**config.mk**
```make
export PLATFORM = sky130hd
export DESIGN_NAME = diag_scan_flat
export DESIGN_NICKNAME = d
export VERILOG_FILES = /design/src/rtl/diag_scan_if.sv /design/src/rtl/diag_scan.sv /design/src/flat_wrapper.sv
export SDC_FILE = /design/constraint.sdc
export NUM_CORES = 1
export LEC_CHECK = 0
export BUFFER_PORTS_ARGS = -buffer_cell sky130_fd_sc_hd__buf_4
export CORE_AREA = 5 5 216 218
export CTS_CLUSTER_DIAMETER = 80
export DETAILED_ROUTE_END_ITERATION = 6
export DIE_AREA = 0 0 221 223
export MAX_ROUTING_LAYER = met4
export SYNTH_ARGS = -nofsm -noshare
export SYNTH_HDL_FRONTEND = slang
export SYNTH_SLANG_ARGS = --single-unit
```
**constraint.sdc**
```tcl
create_clock -name clk_i -period 3.5 [get_ports clk_i]
set_clock_uncertainty 0.2 [all_clocks]
set_input_delay 0.175 -clock clk_i [delete_from_list [all_inputs] [get_ports clk_i]]
set_output_delay 0.175 -clock clk_i [all_outputs]
set_load 0.02 [all_outputs]
```
**src/rtl/diag_scan_if.sv**
```systemverilog
// diag_scan_if: bundles the search request, row-RAM read bus and result signals of one
// diag_scan channel.
//   start/row_no          search request from the controller
//   ram_req/ram_addr      row-RAM read request, address {row, line}
//   ram_ack/ram_data      row-RAM read completion and 256-bit line
//   row_line/x_index      captured line and {line, k} of the result entry
//   found/flag/diag_done  status code, one-cycle result strobe, result-held level
//   busy                  search in progress
// modport master: the scan engine. modport slave: controller plus RAM side.
interface diag_scan_if #(
    parameter int unsigned LINE_BITS = 3
);
    logic                     start;
    logic [10:0]              row_no;
    logic                     ram_req;
    logic [11+LINE_BITS-1:0]  ram_addr;
    logic                     ram_ack;
    logic [255:0]             ram_data;
    logic [255:0]             row_line;
    logic [15:0]              x_index;
    logic [1:0]               found;
    logic                     flag;
    logic                     diag_done;
    logic                     busy;

    modport master (
        input  start, row_no, ram_ack, ram_data,
        output ram_req, ram_addr, row_line, x_index, found, flag, diag_done, busy
    );

    modport slave (
        output start, row_no, ram_ack, ram_data,
        input  ram_req, ram_addr, row_line, x_index, found, flag, diag_done, busy
    );
endinterface

```
**src/rtl/diag_scan.sv**
```systemverilog
// diag_scan: row fetch-and-scan engine for one search channel. Reads the packed entry lines
// of a row from row RAM one at a time and finds the diagonal entry (column == row).
//   clk_i   rising-edge clock
//   rst_ni  asynchronous active-low reset
//   bus     diag_scan_if.master: start/row_no in, RAM read handshake, and the results
//           row_line, x_index, found, flag, diag_done, busy out.
// Entry k of a line sits at bits [255-16k -: 16]; bit 15 = valid, bits 10:0 = column.
module diag_scan #(
    parameter int unsigned MAX_LINES = 8,
    parameter int unsigned LINE_BITS = 3
) (
    input  logic         clk_i,
    input  logic         rst_ni,
    diag_scan_if.master  bus
);

    localparam int unsigned IdxPad = 16 - LINE_BITS - 4;

    typedef enum logic [1:0] {StIdle, StReq, StScan, StPost} state_e;

    state_e                 state_q, state_d;
    logic [10:0]            row_q, row_d;
    logic [LINE_BITS-1:0]   line_q, line_d;
    logic [255:0]           row_line_q, row_line_d;
    logic [15:0]            x_index_q, x_index_d;
    logic [1:0]             found_q, found_d;
    logic                   diag_done_q, diag_done_d;

    // Priority search: the first entry that is either invalid or matching decides.
    logic       hit_match;
    logic       hit_invalid;
    logic [3:0] hit_k;

    always_comb begin
        hit_match   = 1'b0;
        hit_invalid = 1'b0;
        hit_k       = 4'd0;
        for (int k = 0; k < 16; k++) begin
            if (!hit_match && !hit_invalid) begin
                if (!row_line_q[255-16*k]) begin
                    hit_invalid = 1'b1;
                    hit_k       = 4'(k);
                end else if (row_line_q[250-16*k -: 11] == row_q) begin
                    hit_match = 1'b1;
                    hit_k     = 4'(k);
                end
            end
        end
    end

    logic last_line;
    assign last_line = (line_q == LINE_BITS'(MAX_LINES - 1));

    always_comb begin
        state_d     = state_q;
        row_d       = row_q;
        line_d      = line_q;
        row_line_d  = row_line_q;
        x_index_d   = x_index_q;
        found_d     = found_q;
        diag_done_d = diag_done_q;
        unique case (state_q)
            StIdle: begin
                if (bus.start) begin
                    row_d       = bus.row_no;
                    line_d      = '0;
                    found_d     = 2'b00;
                    diag_done_d = 1'b0;
                    state_d     = StReq;
                end
            end
            StReq: begin
                if (bus.ram_ack) begin
                    row_line_d = bus.ram_data;
                    state_d    = StScan;
                end
            end
            StScan: begin
                if (hit_match) begin
                    found_d   = 2'b01;
                    x_index_d = {{IdxPad{1'b0}}, line_q, hit_k};
                    state_d   = StPost;
                end else if (hit_invalid) begin
                    found_d   = 2'b10;
                    x_index_d = {{IdxPad{1'b0}}, line_q, hit_k};
                    state_d   = StPost;
                end else if (last_line) begin
                    found_d   = 2'b11;
                    x_index_d = {{IdxPad{1'b0}}, line_q, 4'hF};
                    state_d   = StPost;
                end else begin
                    line_d  = line_q + 1'b1;
                    state_d = StReq;
                end
            end
            StPost: begin
                diag_done_d = 1'b1;
                state_d     = StIdle;
            end
            default: state_d = StIdle;
        endcase
    end

    always_ff @(posedge clk_i or negedge rst_ni) begin
        if (!rst_ni) begin
            state_q     <= StIdle;
            row_q       <= '0;
            line_q      <= '0;
            row_line_q  <= '0;
            x_index_q   <= '0;
            found_q     <= 2'b00;
            diag_done_q <= 1'b0;
        end else begin
            state_q     <= state_d;
            row_q       <= row_d;
            line_q      <= line_d;
            row_line_q  <= row_line_d;
            x_index_q   <= x_index_d;
            found_q     <= found_d;
            diag_done_q <= diag_done_d;
        end
    end

    assign bus.ram_req   = (state_q == StReq);
    assign bus.ram_addr  = {row_q, line_q};
    assign bus.row_line  = row_line_q;
    assign bus.x_index   = x_index_q;
    assign bus.found     = found_q;
    assign bus.flag      = (state_q == StPost);
    assign bus.diag_done = diag_done_q;
    assign bus.busy      = (state_q != StIdle);

endmodule

```
**src/flat_wrapper.sv**
```systemverilog
// flat-port wrapper written by rule: the top's interface ports become plain ports
module diag_scan_flat 
#(
    parameter int unsigned MAX_LINES = 8,
    parameter int unsigned LINE_BITS = 3
)
  (clk_i, rst_ni, bus_start, bus_row_no, bus_ram_ack, bus_ram_data, bus_ram_req, bus_ram_addr, bus_row_line, bus_x_index, bus_found, bus_flag, bus_diag_done, bus_busy);
  diag_scan_if #(.LINE_BITS(LINE_BITS)) bus_i ();
  input  logic clk_i;
  input  logic rst_ni;
  input wire logic [$bits(bus_i.start)-1:0] bus_start;
  input wire logic [$bits(bus_i.row_no)-1:0] bus_row_no;
  input wire logic [$bits(bus_i.ram_ack)-1:0] bus_ram_ack;
  input wire logic [$bits(bus_i.ram_data)-1:0] bus_ram_data;
  output wire logic [$bits(bus_i.ram_req)-1:0] bus_ram_req;
  output wire logic [$bits(bus_i.ram_addr)-1:0] bus_ram_addr;
  output wire logic [$bits(bus_i.row_line)-1:0] bus_row_line;
  output wire logic [$bits(bus_i.x_index)-1:0] bus_x_index;
  output wire logic [$bits(bus_i.found)-1:0] bus_found;
  output wire logic [$bits(bus_i.flag)-1:0] bus_flag;
  output wire logic [$bits(bus_i.diag_done)-1:0] bus_diag_done;
  output wire logic [$bits(bus_i.busy)-1:0] bus_busy;
  assign bus_i.start = bus_start;
  assign bus_i.row_no = bus_row_no;
  assign bus_i.ram_ack = bus_ram_ack;
  assign bus_i.ram_data = bus_ram_data;
  assign bus_ram_req = bus_i.ram_req;
  assign bus_ram_addr = bus_i.ram_addr;
  assign bus_row_line = bus_i.row_line;
  assign bus_x_index = bus_i.x_index;
  assign bus_found = bus_i.found;
  assign bus_flag = bus_i.flag;
  assign bus_diag_done = bus_i.diag_done;
  assign bus_busy = bus_i.busy;
  diag_scan #(.MAX_LINES(MAX_LINES), .LINE_BITS(LINE_BITS)) u_core (.clk_i(clk_i), .rst_ni(rst_ni), .bus(bus_i));
endmodule
```
# ---- Yosys cells after proc, flatten, opt, wreduce, memory -nomap -nowiden
# Cells that the tools add are included.
dict set report word_totals {
  out_inout_bits 292
  regBits 291
  elab_cells 234
  inputBits 271
}
dict set report classes {
  mux 144
  n_reduce_logical 56
  n_eq_ne 26
  addsub 1
}
# cell count
set op_table {}
lappend op_table {{$eq A11 B11 Y1} 16}
lappend op_table {{$mux W4} 44}
lappend op_table {{$mux W1} 80}
lappend op_table {{$mux W16} 3}
lappend op_table {{$logic_not A1 Y1} 29}
lappend op_table {{$mux W2} 9}
lappend op_table {{$logic_and A1 B1 Y1} 15}
lappend op_table {{$mux W3} 4}
lappend op_table {{$ne A2 B2 Y1 const B} 5}
lappend op_table {{$reduce_and A2 Y1} 5}
lappend op_table {{$pmux W2 S4} 1}
lappend op_table {{$pmux W3 S2} 1}
lappend op_table {{$reduce_bool A2 Y1} 3}
lappend op_table {{$reduce_and A5 Y1} 1}
lappend op_table {{$eq A2 B2 Y1 const B} 2}
lappend op_table {{$ne A4 B1 Y1 const B} 1}
lappend op_table {{$pmux W2 S2} 1}
lappend op_table {{$add A3 B1 Y3 const B} 1}
lappend op_table {{$eq A3 B3 Y1 const B} 1}
lappend op_table {{$reduce_and A3 Y1} 1}
lappend op_table {{$reduce_bool A3 Y1} 1}
lappend op_table {{$eq A2 B1 Y1 const B} 1}
lappend op_table {{$logic_not A2 Y1} 1}
lappend op_table {{$pmux W1 S2} 1}

# ---- Logic depth before layout (Yosys ltp)
# Gate-level depths: netlist of run 1.
dict set report depth {
  ltp_word 51
  ltp_mapped 11
  depth_no_buf 8
}

# ---- Worst setup path before layout of run 1
# OpenSTA, ideal clock, no wires.
dict set report synth_path {
  path_kind {reg2reg}
  start {reg u_core.row_q[8]}
  end {reg u_core.x_index_q[1], in the netlist u_core.bus.x_index[1]}
  arrival_ns 2.833
  setup_slack_ns 0.342
  stages_incl_launch_ff 11
  path_buffers 2
  synth_period_minus_slack_ns 3.158
  setup_time_ns 0.125
  path_cell_list {dfrtp_1 -> buf_6 -> xnor2_2 -> nand4_1 -> or4_4 -> a31oi_4 -> o21ai_2 -> or3_1 -> a22o_1 -> buf_6 -> mux2_4}
}
dict set report synth_via {
  elab_chain_len 50
}
# item line_no
set synth_lines {}
lappend synth_lines {{start: declaration} diag_scan.sv:22} ;# logic [10:0] row_q, row_d;
lappend synth_lines {{start signal: assignment} diag_scan.sv:115} ;# row_q <= row_d;
lappend synth_lines {{$eq A11 B11 Y1} diag_scan.sv:43} ;# end else if (row_line_q[250-16*k -: 11] == row_q) begin
lappend synth_lines {{$mux W1} diag_scan.sv:43}
lappend synth_lines {{$mux W1} diag_scan.sv:40} ;# if (!row_line_q[255-16*k]) begin
lappend synth_lines {{$mux W1 / $logic_not A1 Y1 (equally long branches)} {diag_scan.sv:43, diag_scan.sv:39}}
lappend synth_lines {{$mux W1 / $logic_and A1 B1 Y1 (equally long branches)} {diag_scan.sv:40, diag_scan.sv:39}}
lappend synth_lines {{$mux W1 / $mux W4 (equally long branches)} diag_scan.sv:39} ;# if (!hit_match && !hit_invalid) begin
lappend synth_lines {{$mux W1, or another cell as far along} diag_scan.sv:43}
lappend synth_lines {{$mux W1, or another cell as far along} diag_scan.sv:40}
lappend synth_lines {{[... 34 more ...]} n/a}
lappend synth_lines {{$mux W1, or another cell as far along} diag_scan.sv:43}
lappend synth_lines {{$mux W1, or another cell as far along} diag_scan.sv:40}
lappend synth_lines {{$mux W1 / $mux W4 (equally long branches)} diag_scan.sv:39}
lappend synth_lines {{$mux W1, or another cell as far along} diag_scan.sv:43}
lappend synth_lines {{$mux W1, or another cell as far along} diag_scan.sv:40}
lappend synth_lines {{$mux W1 / $mux W4 (equally long branches)} diag_scan.sv:39}
lappend synth_lines {{$reduce_bool A3 Y1 (no source line) / $mux W16 (equally long branches)} n/a}
lappend synth_lines {{$reduce_and A2 Y1 (no source line) / $mux W16 (equally long branches)} n/a}
lappend synth_lines {{end signal: assignment} diag_scan.sv:118} ;# x_index_q <= x_index_d;
lappend synth_lines {{end: declaration} diag_scan.sv:25} ;# logic [15:0] x_index_q, x_index_d;
# Parallel ways exist; a longest one is shown, timed or not.
# A chain may end at the register's enable or synchronous reset.

# ---- Worst setup path in the final report of run 1
dict set report layout_path {
  start {reg u_core.row_q[8]}
  end {reg u_core.x_index_q[4], in the netlist u_core.bus.x_index[4]}
}
dict set report layout_via {
  elab_chain_len 50
}
# item line_no
set layout_lines {}
lappend layout_lines {{$eq A11 B11 Y1} diag_scan.sv:43}
lappend layout_lines {{$mux W1} diag_scan.sv:43}
lappend layout_lines {{$mux W1} diag_scan.sv:40}
lappend layout_lines {{$mux W1 / $logic_not A1 Y1 (equally long branches)} {diag_scan.sv:43, diag_scan.sv:39}}
lappend layout_lines {{$mux W1 / $logic_and A1 B1 Y1 (equally long branches)} {diag_scan.sv:40, diag_scan.sv:39}}
lappend layout_lines {{$mux W1} diag_scan.sv:39}
lappend layout_lines {{$mux W1 / $logic_not A1 Y1 (equally long branches)} {diag_scan.sv:43, diag_scan.sv:39}}
lappend layout_lines {{$mux W1 / $logic_and A1 B1 Y1 (equally long branches)} {diag_scan.sv:40, diag_scan.sv:39}}
lappend layout_lines {{[... 34 more ...]} n/a}
lappend layout_lines {{$mux W1 / $logic_not A1 Y1 (equally long branches)} {diag_scan.sv:43, diag_scan.sv:39}}
lappend layout_lines {{$mux W1 / $logic_and A1 B1 Y1 (equally long branches)} {diag_scan.sv:40, diag_scan.sv:39}}
lappend layout_lines {{$mux W1} diag_scan.sv:39}
lappend layout_lines {{$mux W1 / $logic_not A1 Y1 (equally long branches)} {diag_scan.sv:43, diag_scan.sv:39}}
lappend layout_lines {{$mux W1 / $logic_and A1 B1 Y1 (equally long branches)} {diag_scan.sv:40, diag_scan.sv:39}}
lappend layout_lines {{$mux W1} diag_scan.sv:39}
lappend layout_lines {{$reduce_bool A3 Y1 (no source line) / $mux W16 (equally long branches)} n/a}
lappend layout_lines {{$reduce_and A2 Y1 (no source line) / $mux W16 (equally long branches)} n/a}
# Parallel ways exist; a longest one is shown, timed or not.

==> reports/qor.txt, run 1 <==
Row Count = 78
met3 routed WL = 3.02 mm
synth unique cells = 62
top cells by count, synth = 282 x dfrtp_1, 256 x mux2_2, 96 x xnor2_1
total negative slack = 0 ns
switching share of power = 43.0%
final-report max-slew violation count = 0
Worst Path Class, Setup = flop to flop
largest net degree at the start of global routing = 89
Mapped Area = 13400 µm²
I/O pins = 563
LEAKAGE = 10.3 nW
Yosys Warn Count = 0
critical path arrival = 3.59 ns
FFs w/ async S/R, synth = 100%
Worst Tran Pin Value = 0.861 ns
Syn Inst Count = 1022
vias per cell = 4.66
leading area contributor after synthesis = dfrtp_1
synthesized flop and latch total = 282
Layout area overhead = 67.3%
DRC errors left = 0
Peak Freq = 0.297 GHz
hold_ws = 0.0445 ns
setup violators final = 0
Clock Tree Root = clkbuf_16
Tightest Hold Check Type = primary input to asynchronous set/reset pin
die area = 49300 µm²
DP Area = 18500 µm²
Routed Antenna Nets = 0
clk sink count = 282
CP bufs+invs = 1
TritonCTS Buffers = 36
share of the synthesized area in the top cell type = 52.7%
most numerous cell in the Yosys netlist = dfrtp_1
top_reg_cell synth = dfrtp_1
Total GRT Usage = 22.9%
number of global-route vias before repair = 12800
Internal = 0.0126 W
Seq pwr share = 32.4%
Longest Clk Path Bufs = 3
via count = 11700
R2R Setup Slk = 0.13 ns
TritonCTS clock tree = done
clk_lat worst skew = 0.55 ns
initial antenna violation count = 5
WL/cell = 22.8 µm
Combinational Power Share = 50.9%
Fin. Hold Viols = 0
Port-buffer cells = 553
grt ovf = 0
Critical Path RT = 3.72 ns
Worst IR Drop VDD = 557 µV
Starting DRT DRC Count = 565
min Tclk post-route = 3.37 ns
Initial Utilization = 30.0%
htree depth = 2
CP startpoint kind = flop
1st-pass router iterations = 5
Crit-path slowest cell = dfrtp_2
crit end category = flop
Fill cells = 3879
Nets = 2150
global-route wire length before repair = 83.6 mm
core area = 44700 µm²
worst path cell trace = buf_4 > xor2_1 > nor4_2 > nand4_1 > a31oi_4 > o21ai_2 > or3_1 > a22o_2 > mux2_4
Syn Area/Cell = 13.1 µm²
wl on met1 = 23.3 mm
Psw = 0.00952 W
final instance area = 22400 µm²
routability cong. = 0.887
status = finished clean
CP max FO = 8
Worst slew margin = 42.6%
Area contributors post-synth = dfrtp_1 53%, mux2_2 22%, xnor2_1 6.3%
number of synthesized flops with an enable pin = 0
Die Span Y = 223 µm
layout cell share with drive strength beyond 1 = 49.8%
fin crit share = 96.3%
Worst-path clk slew = 0.05 ns
die width = 221 µm
max incr delay on CP = 0.54 ns
Seq/Total Area, Yosys = 52.7%
MaxCap Viol Count = 0
Post-DP HPWL = 42.5 mm
DR top layer = met4
Post-Route WL = 57.2 mm
Pwr Density = 989 nW/µm²
top cell family by delay on the critical path = simple AND/OR/NAND/NOR gates
Clk pwr share = 16.6%
met2 WL post-DR = 29.0 mm
kinds of logic (layout without fill, tap and decap cells):
| logic type | Yosys count | in the layout | share of synthesized area, % |
|---|---|---|---|
| fa+ha+maj | 2 | 2 | 0.187 |
| simple gates | 168 | 168 | 6.86 |
| flops | 282 | 282 | 52.7 |
| buf+inv | 72 | 945 | 2.92 |
| mux | 266 | 266 | 22.5 |
| compound gates | 55 | 56 | 3.14 |
| other cells | 1 | 14 | 0.0280 |
| xor+xnor | 176 | 176 | 11.7 |
layout make-up:
| type | instances | area [µm²] | share of cell area (%) |
|---|---|---|---|
| clock buffers | 54 | 1090 | 4.87 |
| repair buffers | 870 | 7330 | 32.7 |
| well taps | 600 | 751 | 3.35 |
| flip-flops and latches | 282 | 7070 | 31.6 |
| inverters | 10 | 37.5 | 0.168 |
| multi-input cells | 677 | 6020 | 26.9 |
| diodes | 5 | 12.5 | 0.0559 |
| clock inverters | 11 | 88.8 | 0.397 |
repair_timing:
action	CTS	global route
gates cloned	0	1
setup endpoints to repair	6	10
setup buffers	0	0
gates resized for setup	1	5
endpoints found under the hold margin	350	0
pin swaps	0	1
hold buffers	270	0
stage by stage:
step | power (W) | std cells | util [%] | setup slack [ns]
detailed placement | 0.0182 | 2168 | 41.3 | 0.00285
finish | 0.0221 | 2509 | 50.1 | 0.129
global route | 0.0233 | 2509 | 50.1 | -0.00168
global placement | 0.0181 | 2168 | 41.3 | 0.0730
CTS | 0.0223 | 2503 | 50.0 | 0.0337
floorplan | 0.0128 | 1030 | - | 0.342
layout by cell type (no fill, tap or decap), drive strengths merged, types with 7 or more instances in the layout:
master,count
buf,600
dfrtp,282
dlygate4sd3,270
mux2,262
xnor2,99
xor2,77
clkbuf,54
nand2,53
nand4,27
nor3,19
nor4,19
nand3,14
inv,12
conb,9
a21oi,8
a31oi,8
clkinv,8
o21ai,7
path summary, 6_finish.rpt:
kind | endpoint | from | cells after the start
min in group clk_i | u_core.row_q[4] | bus_row_no[4] | 4
max in group asynchronous | u_core.row_q[10] | rst_ni | 3
max reg2reg | u_core.bus.x_index[4] | u_core.row_q[8] | 9
max | u_core.bus.x_index[4] | u_core.row_q[8] | 9
min reg2reg | u_core.bus.row_line[158] | u_core.bus.row_line[158] | 1
min | u_core.bus.row_line[155] | rst_ni | 2
power by group through the flow:
stage | combinational, W | sequential, W | clock, W
final | 0.0113 | 0.00718 | 0.00369
after global routing | 0.0120 | 0.00738 | 0.00390
after CTS | 0.0113 | 0.00720 | 0.00378
after detailed placement | 0.0110 | 0.00723 | 0
after global placement | 0.0109 | 0.00722 | 0
after floorplan | 0.00473 | 0.00811 | 0
per-layer routing:
metal / GRT usage [%] / up-vias
li1: - / 5313
met1: 27.1 / 5797
met2: 39.3 / 458
met3: 4.59 / 113
met4: 7.76 / 0
met5: - / -
registers in the layout, indices dropped and copies added (netlist names):
name,flops
u_core.line_q,3
u_core.row_q,11
u_core.bus.row_line,256
u_core.bus.diag_done,1
u_core.bus.found,2
u_core.state_q,2
u_core.bus.x_index,7
worst reg2reg max path, delay by kind of cell, from the launching register on:
kind                   cells  cell delay [ns]
multiplexers               1             0.31
XOR/XNOR                   1             0.17
AO/OA/AOI/OAI              3             0.79
AND/OR/NAND/NOR            3             1.01
flip-flops                 1             0.54
buffers and inverters      1             0.22
Note: power is estimated with default switching activity, not from simulation.
==> inputs of run 2 (changes only) <==
--- a/config.mk
+++ b/config.mk
@@ -6,9 +6,10 @@
 export NUM_CORES = 1
 export LEC_CHECK = 0
+export ABC_AREA = 1
 export BUFFER_PORTS_ARGS = -buffer_cell sky130_fd_sc_hd__buf_4
-export CORE_AREA = 5 5 216 218
+export CORE_AREA = 5 5 217 219
 export CTS_CLUSTER_DIAMETER = 80
 export DETAILED_ROUTE_END_ITERATION = 6
-export DIE_AREA = 0 0 221 223
+export DIE_AREA = 0 0 222 224
 export MAX_ROUTING_LAYER = met4
 export SYNTH_ARGS = -nofsm -noshare
==> constraint.sdc (replaced) <==
create_clock -name clk_i -period 3.5 [get_ports clk_i]
set_clock_uncertainty 0.2 [all_clocks]
set_input_delay 0.35 -clock clk_i [delete_from_list [all_inputs] [get_ports clk_i]]
set_output_delay 0.35 -clock clk_i [all_outputs]
set_load 0.02 [all_outputs]
==> run 2 against run 1 <==
  * The run now ends with negative setup slack left
  * Final area grew 4.1%
  * Register-to-register slack got worse by 0.54 ns
  * Utilization grew 1.8 points
  * Die area grew 0.90%
  * Final cell count grew 9.4%
  * Critical path depth rose by 21
  * Sequential share of layout area down 1.3 points
  * Sequential power decreased by 7.4%
  * Worst hold slack better by 0.23 ns
  * Wire length down 0.46%
  * Clock power is essentially flat
  * Global-route usage rose by 0.18 points
  * Largest power group unchanged
  * Highest routed layer unchanged
==> reports/qor.txt, run 2 <==
status = finished with violations (was finished clean)
violated checks = negative setup slack
crit end category = flop (unchanged)
number of global-route vias before repair = 14200 (was 12800)
Hold Startpoint = u_core.bus.x_index[4]
Crit-path slowest cell = dfrtp_2 (unchanged)
Post-Route WL = 56.9 mm (was 57.2 mm)
Starting DRT DRC Count = 579 (was 565)
1st-pass router iterations = 5 (unchanged)
Seq/Total Area, Yosys = 52.4% (was 52.7%)
Area contributors post-synth = dfrtp_1 52%, mux2_2 19%, xor2_1 7.0% (was dfrtp_1 53%, mux2_2 22%, xnor2_1 6.3%)
min Tclk post-route = 3.91 ns (was 3.37 ns)
critical path launch point = u_core.row_q[7] (was u_core.row_q[8])
Nets = 2393 (was 2150)
DRC errors left = 0 (unchanged)
Die Span Y = 224 µm (was 223 µm)
Mapped Area = 13500 µm² (was 13400 µm²)
Longest Clk Path Bufs = 3 (unchanged)
worst r2r src = u_core.row_q[7] (was u_core.row_q[8])
routability cong. = 0.860 (was 0.887)
via count = 12500 (was 11700)
Routed Antenna Nets = 0 (unchanged)
Syn Inst Count = 1192 (was 1022)
grt ovf = 0 (unchanged)
fin crit share = 112% (was 96.3%)
vias per cell = 4.56 (was 4.66)
core area = 44900 µm² (was 44700 µm²)
largest net degree at the start of global routing = 116 (was 89)
Syn Area/Cell = 11.3 µm² (was 13.1 µm²)
most common cell after layout, fill and taps aside = buf_4 (unchanged)
Worst-path clk slew = 0.05 ns (about the same)
share of the synthesized area in the top cell type = 52.4% (was 52.7%)
Worst IR Drop VDD = 645 µV (was 557 µV)
synthesized flop and latch total = 282 (unchanged)
max reg flops = 256 (unchanged)
top cell family by delay on the critical path = simple AND/OR/NAND/NOR gates (unchanged)
TritonCTS clock tree = done (unchanged)
RSZ-0062 raised after global routing = yes
die area = 49700 µm² (was 49300 µm²)
Pwr Density = 973 nW/µm² (was 989 nW/µm²)
critical path arrival = 4.13 ns (was 3.59 ns)
Worst slew margin = 36.5% (was 42.6%)
Port-buffer cells = 553 (unchanged)
Worst Path Class, Setup = flop to flop (unchanged)
Setup WS post-layout = -0.413 ns (was 0.129 ns)
Peak Freq = 0.256 GHz (was 0.297 GHz)
Layout area overhead = 73.1% (was 67.3%)
synth unique cells = 44 (was 62)
setup violators final = 13 (was 0)
most numerous cell in the Yosys netlist = dfrtp_1 (unchanged)
Pwr Total = 0.0227 W (was 0.0221 W)
Worst Tran Pin Value = 0.953 ns (was 0.861 ns)
hold_ws = 0.274 ns (was 0.0445 ns)
layout cell share with drive strength beyond 1 = 49.9% (was 49.8%)
Total GRT Usage = 23.1% (was 22.9%)
htree depth = 2 (unchanged)
Fin. Hold Viols = 0 (unchanged)
clk sink count = 282 (unchanged)
Initial Utilization = 30.0% (about the same)
initial antenna violation count = 2 (was 5)
leading area contributor after synthesis = dfrtp_1 (unchanged)
Final Util = 52.0% (was 50.1%)
total negative slack = -4.97 ns (was 0 ns)
Post-DP HPWL = 41.9 mm (was 42.5 mm)
FFs w/ async S/R, synth = 100% (unchanged)
I/O pins = 563 (unchanged)
clk_lat worst skew = 0.54 ns (was 0.55 ns)
Tightest Hold Check Type = flop to flop (was primary input to asynchronous set/reset pin)
Row Count = 78 (unchanged)
CP max FO = 12 (was 8)
global-route wire length before repair = 86.6 mm (was 83.6 mm)
top_reg_cell synth = dfrtp_1 (unchanged)
Worst path most repeated cell = nand2_2
Critical Path RT = 3.71 ns (was 3.72 ns)
final-report max-slew violation count = 0 (unchanged)
number of synthesized flops with an enable pin = 0 (unchanged)
TritonCTS Buffers = 35 (was 36)
CP startpoint kind = flop (unchanged)
most frequent cells in the layout = 661 x buf_4, 272 x dfrtp_1, 270 x dlygate4sd3_1 (was 590 x buf_4, 271 x dfrtp_1, 270 x dlygate4sd3_1)
top cells by count, synth = 282 x dfrtp_1, 225 x mux2_2, 133 x nand2_1 (was 282 x dfrtp_1, 256 x mux2_2, 96 x xnor2_1)
MaxCap Viol Count = 0 (unchanged)
max incr delay on CP = 0.52 ns (was 0.54 ns)
WL/cell = 20.7 µm (was 22.8 µm)
LEAKAGE = 11.2 nW (was 10.3 nW)
die width = 222 µm (was 221 µm)
Yosys Warn Count = 0 (unchanged)
CP bufs+invs = 2 (was 1)
Clock Tree Root = clkbuf_16 (unchanged)
run 2: cell types whose count changed after synthesis, moves of 17 or more:
cell     previous run  this run
a21oi_1             8        35
nor2_1              5        69
nand2_1            53       133
mux2_2            256       225
inv_2               0        18
xor2_1             77       108
nand3_1            14        39
xnor2_1            96        35
nand4_1            27        10
inv_1              10        57
run 2: report_power, final:
part           switching (W)  leakage (nW)  internal [W]
sequential           0.00174          3.30       0.00492
combinational        0.00651          7.30       0.00584
clock                0.00145         0.569       0.00226
total                0.00969          11.2        0.0130
run 2: final timing paths:
| kind | to | slack, ns | depth (start not counted) |
|---|---|---|---|
| worst max-delay path | u_core.bus.found[0] | -0.41 | 30 |
| worst min register to register | u_core.bus.x_index[4] | 0.27 | 2 |
| min in group asynchronous | u_core.bus.row_line[171] | 0.32 | 2 |
| worst min-delay path | u_core.bus.x_index[4] | 0.27 | 2 |
| max in group asynchronous | u_core.bus.row_line[24] | 1.86 | 3 |
| worst max register to register | u_core.bus.found[0] | -0.41 | 30 |
run 2: cell families (layout without fill, tap and decap cells):
kind of cell	Yosys count	in the layout	synth area share, %
and+or+nand+nor	310	310	10.6
DFF	282	282	52.4
muxes	225	225	18.8
xor gates and xnor gates	143	143	9.30
buffers and inverters	141	1085	4.68
AOI/OAI and AO/OA	88	88	4.03
adders and majority gates	2	2	0.186
other	1	10	0.0278
run 2: worst register-to-register path, delay by kind of cell, from the launching register on:
kind                   cells  cell delay [ns]
AND/OR/NAND/NOR           25             2.32
AO/OA/AOI/OAI              3             0.55
buffers and inverters      2             0.20
flip-flops                 1             0.52
run 2: layout make-up:
type / count / area, µm²
Clock buffer: 51 / 1030
Inverter: 77 / 302
Tap cell: 600 / 751
Multi-Input combinational cell: 777 / 6090
Fill cell: 3974 / 21600
Sequential cell: 282 / 7070
Timing Repair Buffer: 947 / 7950
Clock inverter: 10 / 131
Antenna cell: 1 / 2.50
run 2: repair_timing:
item | 4_1_cts | 5_1_grt
hold buffers | 270 | 0
cloned | 0 | 0
pin swaps | 13 | 10
setup endpoints to repair | 13 | 13
endpoints found under the hold margin | 377 | 0
buffers inserted | 8 | 3
gates resized for setup | 28 | 25
run 2: metrics by stage:
stage / instance area (µm²) / cells / worst slack [ns]
after floorplan: 13600 / 1200 / -0.0805
after global placement: 19100 / 2402 / -0.343
after detailed placement: 19100 / 2402 / -0.441
after CTS: 23200 / 2741 / -0.264
after global routing: 23300 / 2745 / -0.650
final: 23300 / 2745 / -0.413
run 2: layer usage:
layer  GRT usage [%]  wire, µm
met1            28.6     24000
met2            38.5     28100
met3            4.46      3040
met4            7.30      1790
met5               -         0
==> inputs of run 3 (changes only) <==
REMOVE_ABC_BUFFERS = 1   (was not set)
SKIP_LAST_GASP = 1   (was not set)
==> run 3 against run 2 <==
  * The run still ends with negative setup slack left
  * Sequential power fell by 0.6%
  * Combinational power grew 3%
  * Worst hold slack worse by 0.11 ns
  * Wire length grew 0.91%
  * Worst setup slack better by 0.036 ns
  * Utilization is 0.52 points higher
  * Die area did not move
  * Final area rose by 1.0%
  * Largest power group unchanged
  * Highest routed layer unchanged
==> reports/qor.txt, run 3 (synthesis results as in run 2) <==
Initial Utilization = 30.0% (unchanged)
WL/cell = 20.7 µm (about the same)
Worst Path Class, Setup = flop to flop (unchanged)
Setup WS post-layout = -0.377 ns (was -0.413 ns)
I/O pins = 563 (unchanged)
Worst-path clk slew = 0.06 ns (was 0.05 ns)
core area = 44900 µm² (unchanged)
Worst IR Drop VDD = 679 µV (was 645 µV)
number of non-filler instances in the completed layout = 2772 (was 2745)
clk sink count = 282 (unchanged)
routability cong. = 0.913 (was 0.860)
Crit-path slowest cell = dfrtp_2 (unchanged)
violated checks = negative setup slack (unchanged)
most common cell after layout, fill and taps aside = buf_4 (unchanged)
final-report max-slew violation count = 0 (unchanged)
max reg flops = 256 (unchanged)
Row Count = 78 (unchanged)
Port-buffer cells = 553 (unchanged)
via count = 12600 (was 12500)
critical path arrival = 4.10 ns (was 4.13 ns)
Critical Path RT = 3.72 ns (was 3.71 ns)
DRC errors left = 0 (unchanged)
Hold Startpoint = bus_ram_ack (was u_core.bus.x_index[4])
Tightest Hold Check Type = primary input to flop (was flop to flop)
Pwr Density = 978 nW/µm² (was 973 nW/µm²)
number of global-route vias before repair = 14300 (was 14200)
Post-DP HPWL = 42.1 mm (was 41.9 mm)
largest net degree at the start of global routing = 196 (was 116)
die width = 222 µm (unchanged)
Cells after DPL = 2422 (was 2402)
DP Worst Slack = -0.556 ns (was -0.441 ns)
fin crit share = 111% (was 112%)
initial antenna violation count = 4 (was 2)
die area = 49700 µm² (unchanged)
most frequent cells in the layout = 678 x buf_4, 274 x dfrtp_1, 270 x dlygate4sd3_1 (was 661 x buf_4, 272 x dfrtp_1, 270 x dlygate4sd3_1)
Worst Tran Pin Value = 1.32 ns (was 0.953 ns)
final instance area = 23600 µm² (was 23300 µm²)
RSZ-0062 raised after global routing = yes (unchanged)
MaxCap Viol Count = 0 (unchanged)
Post-Route WL = 57.5 mm (was 56.9 mm)
Die Span Y = 224 µm (unchanged)
CP startpoint kind = flop (unchanged)
1st-pass router iterations = 4 (was 5)
TritonCTS Buffers = 36 (was 35)
htree depth = 2 (unchanged)
crit end category = flop (unchanged)
Worst path most repeated cell = nand2_4 (was nand2_2)
grt ovf = 0 (unchanged)
DP Area = 19200 µm² (was 19100 µm²)
min Tclk post-route = 3.88 ns (was 3.91 ns)
Fill cells = 3888 (was 3974)
Layout area overhead = 74.9% (was 73.1%)
Longest Clk Path Bufs = 3 (unchanged)
layout cell share with drive strength beyond 1 = 50.6% (was 49.9%)
TritonCTS clock tree = done (unchanged)
Routed Antenna Nets = 0 (unchanged)
global-route wire length before repair = 87.1 mm (was 86.6 mm)
status = finished with violations (unchanged)
Nets = 2414 (was 2393)
Total GRT Usage = 23.2% (was 23.1%)
Fin. Hold Viols = 0 (unchanged)
max incr delay on CP = 0.42 ns (was 0.52 ns)
worst r2r src = u_core.row_q[1] (was u_core.row_q[7])
Peak Freq = 0.258 GHz (was 0.256 GHz)
Starting DRT DRC Count = 566 (was 579)
LEAKAGE = 11.3 nW (was 11.2 nW)
critical path launch point = u_core.row_q[1] (was u_core.row_q[7])
Clock Tree Root = clkbuf_16 (unchanged)
Pwr Total = 0.0230 W (was 0.0227 W)
setup violators final = 13 (unchanged)
CP max FO = 7 (was 12)
vias per cell = 4.56 (about the same)
Worst slew margin = 11.8% (was 36.5%)
clk_lat worst skew = 0.54 ns (about the same)
==> run 3: cell types whose count changed in the layout (fill, tap and decap cells not counted), moves of 3 or more <==
cell,previous run,this run
nor2_2,8,11
nand2_4,5,11
nand2_2,22,17
nand3_2,16,21
inv_6,1,5
diode_2,1,4
buf_4,661,678
nand3_1,27,23
nor2_1,64,60
clkbuf_8,5,9
==> run 3: worst paths after layout <==
| kind | endpoint | cells past startpoint | slack [ns] |
|---|---|---|---|
| max | u_core.bus.found[0] | 33 | -0.38 |
| min | u_core.state_q[1] | 4 | 0.17 |
| max reg2reg | u_core.bus.found[0] | 33 | -0.38 |
| min reg2reg | u_core.bus.diag_done | 2 | 0.28 |
| max in group asynchronous | u_core.bus.row_line[162] | 3 | 1.81 |
| min in group asynchronous | u_core.bus.row_line[118] | 2 | 0.26 |
==> run 3: what timing repair did <==
item                       4_1_cts  5_1_grt
pin swaps                       32       18
hold buffers                   270        0
setup endpoints to repair       13       13
setup buffers                   10        1
resized for setup               57       24
hold endpoints to repair       356        0
==> run 3: critical path, delay by kind of cell (launching register included) <==
kind            cells  cell delay (ns)
compound gates      3             0.38
buf+inv             8             0.79
flops               1             0.42
simple gates       22             1.93
==> run 3: per-stage QoR <==
stage	hold slack, ns	util, %	setup TNS [ns]
after floorplan	-0.146	-	-983.74
after global placement	0.261	42.9	-5.51
after detailed placement	0.269	42.9	-6.92
after CTS	0.137	52.2	-4.59
after global routing	0.187	52.5	-8.79
final	0.167	52.5	-4.63
==> run 3: area by class of cell <==
| cell class | instances | area (µm²) | area share (%) |
|---|---|---|---|
| Timing Repair Buffer | 967 | 8120 | 34.5 |
| Sequential cell | 282 | 7070 | 30.0 |
| Multi-Input combinational cell | 777 | 6110 | 25.9 |
| Clock buffer | 55 | 1080 | 4.60 |
| Tap cell | 600 | 751 | 3.19 |
| Inverter | 77 | 299 | 1.27 |
| Clock inverter | 10 | 119 | 0.505 |
| Antenna cell | 4 | 10.0 | 0.0425 |
==> run 3: layer usage <==
metal | global-route usage (%) | vias to the layer above | wire [µm]
li1 | - | 5886 | -
met1 | 26.2 | 6203 | 22600
met2 | 41.3 | 467 | 29800
met3 | 5.52 | 90 | 3500
met4 | 6.82 | 0 | 1560
met5 | - | - | 0
==> run 3: report_power, final <==
part | internal (W) | switching, W | total, W
sequential | 0.00491 | 0.00170 | 0.00661
clock | 0.00229 | 0.00148 | 0.00378
combinational | 0.00604 | 0.00661 | 0.0127
